**config.mk**
```make
export PLATFORM = sky130hd
export DESIGN_NAME = z3_slave_cycle_ctrl
export DESIGN_NICKNAME = d
export VERILOG_FILES = /design/src/rtl/z3_slave_cycle_ctrl.sv
export SDC_FILE = /design/constraint.sdc
export NUM_CORES = 1
export LEC_CHECK = 0
export CORE_MARGIN = 2
export CORE_UTILIZATION = 40
export CTS_BUF_LIST = sky130_fd_sc_hd__clkbuf_4
export CTS_CLUSTER_DIAMETER = 200
export DETAILED_ROUTE_END_ITERATION = 7
export PLACE_DENSITY = 0.62
export REMOVE_ABC_BUFFERS = 1
export SLEW_MARGIN = 25
export SYNTH_ARGS = -nofsm -noshare
export SYNTH_HDL_FRONTEND = slang
export SYNTH_SLANG_ARGS = --single-unit
```
**constraint.sdc**
```tcl
create_clock -name CLK -period 2.6 [get_ports CLK]
set_clock_uncertainty 0.15 [all_clocks]
set_input_delay 0.78 -clock CLK [delete_from_list [all_inputs] [get_ports CLK]]
set_output_delay 0.78 -clock CLK [all_outputs]
set_load 0.1 [all_outputs]
```
**src/rtl/z3_slave_cycle_ctrl.sv**
```systemverilog
// Zorro III slave-cycle engine: synchronised strobes, fixed-priority target
// channels, MTCR burst beats, bus-error timeout and byte-lane capture.
module z3_slave_cycle_ctrl #(
  parameter int NUM_TARGETS    = 4,
  parameter int TIMEOUT_CYCLES = 64,
  parameter int SYNC_STAGES    = 2,
  parameter int BEAT_W         = 4,
  localparam int ID_W = (NUM_TARGETS > 1) ? $clog2(NUM_TARGETS) : 1
) (
  input  logic                   CLK,
  input  logic                   IORST_n,
  input  logic                   FCS_n,
  input  logic [3:0]             DS_n,
  input  logic                   MTCR_n,
  input  logic                   READ,
  input  logic                   DOE,
  input  logic                   validspace,
  input  logic [NUM_TARGETS-1:0] target_sel,
  input  logic [NUM_TARGETS-1:0] target_ack,
  output logic [NUM_TARGETS-1:0] target_req,
  output logic [ID_W-1:0]        target_id,
  output logic [3:0]             lanes,
  output logic                   dtack,
  output logic                   berr,
  output logic                   busy,
  output logic [BEAT_W-1:0]      beat_count
);

  typedef enum logic [2:0] {S_IDLE, S_START, S_DATA, S_END, S_ERROR} state_t;

  localparam logic [15:0] TMO_LAST = 16'(TIMEOUT_CYCLES - 1);

  state_t                          state;
  logic [15:0]                     tmo_cnt;
  logic [SYNC_STAGES-1:0]          fcs_sync;
  logic [SYNC_STAGES-1:0]          mtcr_sync;
  logic [SYNC_STAGES-1:0][3:0]     ds_sync;
  logic                            fcs;
  logic                            mtcr;
  logic [3:0]                      ds;

  function automatic logic [ID_W-1:0] lowest_set(input logic [NUM_TARGETS-1:0] sel);
    lowest_set = '0;
    for (int i = NUM_TARGETS - 1; i >= 0; i--)
      if (sel[i]) lowest_set = ID_W'(i);
  endfunction

  function automatic logic [NUM_TARGETS-1:0] onehot(input logic [ID_W-1:0] id);
    onehot     = '0;
    onehot[id] = 1'b1;
  endfunction

  function automatic logic [BEAT_W-1:0] sat_inc(input logic [BEAT_W-1:0] cnt);
    sat_inc = (cnt == '1) ? cnt : cnt + 1'b1;
  endfunction

  // Strobe synchronisers, idle (all ones) out of reset
  always_ff @(posedge CLK or negedge IORST_n) begin
    if (!IORST_n) begin
      fcs_sync  <= '1;
      mtcr_sync <= '1;
      ds_sync   <= '1;
    end else begin
      fcs_sync  <= {fcs_sync[SYNC_STAGES-2:0], FCS_n};
      mtcr_sync <= {mtcr_sync[SYNC_STAGES-2:0], MTCR_n};
      ds_sync   <= {ds_sync[SYNC_STAGES-2:0], DS_n};
    end
  end

  assign fcs  = fcs_sync[SYNC_STAGES-1];
  assign mtcr = mtcr_sync[SYNC_STAGES-1];
  assign ds   = ds_sync[SYNC_STAGES-1];
  assign busy = (state != S_IDLE);

  // Cycle state machine; every output is a register
  always_ff @(posedge CLK or negedge IORST_n) begin
    if (!IORST_n) begin
      state      <= S_IDLE;
      tmo_cnt    <= '0;
      target_id  <= '0;
      target_req <= '0;
      lanes      <= '0;
      dtack      <= 1'b0;
      berr       <= 1'b0;
      beat_count <= '0;
    end else if (fcs && state != S_IDLE) begin
      state      <= S_IDLE;
      target_req <= '0;
      lanes      <= '0;
      dtack      <= 1'b0;
      berr       <= 1'b0;
    end else begin
      case (state)
        S_IDLE: begin
          if (!fcs && validspace && (|target_sel)) begin
            state      <= S_START;
            target_id  <= lowest_set(target_sel);
            beat_count <= '0;
            tmo_cnt    <= '0;
          end
        end
        S_START: begin
          if (READ || (DOE && ds != 4'hF)) begin
            state      <= S_DATA;
            lanes      <= READ ? 4'hF : ~ds;
            target_req <= onehot(target_id);
            tmo_cnt    <= '0;
          end
        end
        S_DATA: begin
          // An ack arriving on the terminal count still completes the cycle
          if (target_ack[target_id]) begin
            state      <= S_END;
            target_req <= '0;
            beat_count <= sat_inc(beat_count);
          end else if (tmo_cnt == TMO_LAST) begin
            state      <= S_ERROR;
            target_req <= '0;
            berr       <= 1'b1;
          end else begin
            tmo_cnt <= tmo_cnt + 16'd1;
          end
        end
        S_END: begin
          if (!mtcr && ds == 4'hF) begin
            state   <= S_START;
            dtack   <= 1'b0;
            tmo_cnt <= '0;
          end else begin
            dtack <= 1'b1;
          end
        end
        S_ERROR: berr <= 1'b1;
        default: state <= S_IDLE;
      endcase
    end
  end

endmodule

```
==> key figures <==
Logic synthesis
  • Most used flip-flop cell after synthesis: dfrtp_1
  • Asr flop ratio synth: 1.000
  • Post-Syn Area: 2367 um^2
  • Synth area leader: dfrtp_1
  • Post-synth EDFFs: 0
  • Yosys reg bits: 47
  • Distinct cells, synth: 57
  • Syn_area_per_cell: about 11 um^2
  • Syn. warnings: 0
  • Top cells by area, synth: dfrtp_1, dfstp_2, nand2_1, o22a_1, o21ai_0
  • Synth Instances: roughly 220
  • Post-synthesis sequential area ratio: 0.5032
  • Yosys top cell area share: 0.3700

Hold path
  • Hold Crit Class: flop to flop
  • Hold wc startpoint: mtcr_sync[0]
  • Endpoint, Worst Hold: mtcr_sync[1]
  • Hold depth: 0

Global route
  • Global-route wire length before repair: a little under 9 mm
  • Total grt overflow: 0
  • Initial antenna violation count: 0
  • Vias in the first global route: 1888
  • GRT Total Usage: 0.1704
  • Pin count of the biggest net entering global routing: 26

Worst setup path
  • FF-to-FF path depth: 5
  • RR Startpoint: tmo_cnt[11]
  • Crit-path max FO: 15
  • Worst Path Arrival: 2670 ps
  • CP Class: primary input to flop
  • Max incr delay on CP: around 500 ps
  • Crit end category: flop
  • CP cell instances: buf_6, mux4_2, buf_4, buf_4, a2111oi_4, nand3_1, buf_6, a211o_1
  • Reg2Reg Setup Slack: 110 ps
  • Slowest cell on crit path: mux4_2
  • Required @ worst endpoint: 2720 ps
  • FF-to-FF End: berr
  • Nature of the critical path startpoint: primary input

Timing
  • Final min period: between 2000 and 3000 ps
  • Setup tns final: 0 ps
  • Slew margin rel.: 0.5267
  • Setup violators final: 0
  • FMAX: 391.9 MHz
  • Hold Fails Final Rpt: 0
  • Worst slew pin tran: between 700 and 800 ps
  • Final Max Tran Viols: 0
  • Fin crit share: 0.9815
  • RSZ-0062 raised after global routing: false

Detailed routing
  • WL/cell: between 10 and 15 um
  • Via density: 5.374
  • Pre-antenna DRT Iters: 6
  • Vias: 1940
  • Detail Route Antenna Nets: 0
  • Remaining DRCs: 0
  • Iter 0 DRT Violations: 100
  • WL final: 5.145 mm

Clock tree
  • CTS sink cnt: 47
  • Worst-path clk slew: between 100 and 150 ps
  • Clk_lat worst skew: 360 ps
  • Hold buffer count at CTS: 0
  • Root buf cell: clkbuf_4
  • H-tree depth: 2
  • TritonCTS buffer count: 5
  • CTS tree: done
  • Bufs on Longest Clock Path: 2

Place
  • Hpwl dp: 3.738 mm
  • PortBufs: 35
  • Placed cell areas: 2930 um^2
  • Gpl congestion: 0.8036

Outcome
  • Status: complete, no violations

Floorplanning
  • Initial core utilization: 0.4071
  • Core outline area: 5816 um^2
  • Die height: 80.93 um
  • Rows: 28
  • Die W: 80.93 um
  • IO Pins: 36
  • Die footprint: 6550 um^2

Power
  • Power Density: 1076 nW/um^2
  • Maximum VDD drop: roughly 0.00076 V
  • Lkg Pwr: 1.355 nW

Cells and area
  • Final core occ: 0.5271
  • Most common cell after layout, fill and taps aside: buf_4
  • Fill count: ~540
  • Share of cells above drive strength 1: 0.3182
  • Finished Cell Area: 3065 um^2
  • Synth-to-layout area growth: 29.49%
  • ANT cells: 0
  • Final nets: about 310
  • Commonest non-fill, non-tap cells in the layout: buf_4, dfrtp_1, nand2_1

Run
  • Max cap viols: 0
[state kept, by name (all words and copies together), names as in the netlist, 2 cells and up]
name,count
beat_count,4
target_id,2
state,3
mtcr_sync,2
ds_sync,4
tmo_cnt,16
lanes,4
fcs_sync,2
target_req,4
ds,4
[worst max path at each step]
stage             startpoint            end  depth (start not counted)
6_report       target_ack[3]    tmo_cnt[14]                          8
2_1_floorplan   target_id[0]  target_req[0]                          5
3_3_place_gp   target_ack[3]    tmo_cnt[15]                          7
4_1_cts        target_ack[3]  target_req[1]                          6
3_5_place_dp   target_ack[3]    tmo_cnt[15]                          7
5_1_grt        target_ack[3]    tmo_cnt[14]                          8
[timing repair]
action / 4_1_cts / 5_1_grt
resized for setup: 19 / 4
setup endpoints to repair: 19 / 13
setup buffers: 1 / 1
pin swaps: 2 / 2
[area by class of cell]
type / instances / area, um^2 / share of cell area
Clock buffer: 5 / 37.54 / 0.01224
Clock inverter: 3 / 38.79 / 0.01265
Inverter: 7 / 26.28 / 0.008571
Multi-Input combinational cell: 162 / 1147 / 0.3743
Sequential cell: 47 / 1191 / 0.3886
Tap cell: 75 / 93.84 / 0.03061
Timing Repair Buffer: 62 / 530.5 / 0.1731
[cells in the mapped netlist (all sizes together) (6+ instances only)]
library cell / instances
a21oi: 7
dfrtp: 35
dfstp: 12
inv: 7
mux2: 7
nand2: 21
nand3: 6
nor2: 16
nor3: 11
nor4: 6
o21ai: 15
o22a: 9
[cells by family (layout without fill, tap and decap cells)]
family | after synthesis | after routing | synth area share
compound gates | 62 | 62 | 0.1993
simple gates | 89 | 89 | 0.2030
buf+inv | 14 | 77 | 0.03066
flops | 47 | 47 | 0.5032
fa+ha+maj | 2 | 2 | 0.01057
mux | 9 | 9 | 0.05338
[worst max-delay path, delay by kind of cell]
family | cells | cell delay [ps]
AND/OR/NAND/NOR | 1 | 150
AO/OA/AOI/OAI | 2 | 650
multiplexers | 1 | 500
buffers and inverters | 4 | 580
[stage by stage]
step | total power, mW | hold WS (ps) | worst slack, ps | instances
floorplan | 2.291 | 195.2 | -687.6 | 216
global placement | 2.818 | 195.8 | -600.6 | 351
detailed placement | 2.835 | 198.8 | -635.3 | 351
CTS | 3.296 | 206.2 | -0.5016 | 360
global route | 3.484 | 210.8 | 2.980 | 361
finish | 3.297 | 210.3 | 48.03 | 361
[per-layer routing]
layer	vias to the layer above	GRT usage	part of all wire	routed length, um
met4	0	0.04068	0.011	55
met1	944	0.2168	0.46	2374
met5	-	0	0	0
met3	5	0.03778	0.031	162
met2	27	0.2950	0.50	2554
li1	964	-	-	-
[where the power goes]
group | total (mW) | leakage (nW) | internal, mW | switching, mW
clock | 0.431 | 0.0426 | 0.198 | 0.233
sequential | 1.02 | 0.601 | 0.888 | 0.130
combinational | 1.85 | 0.711 | 0.649 | 1.20
Note: power is estimated with default switching activity, not from simulation.
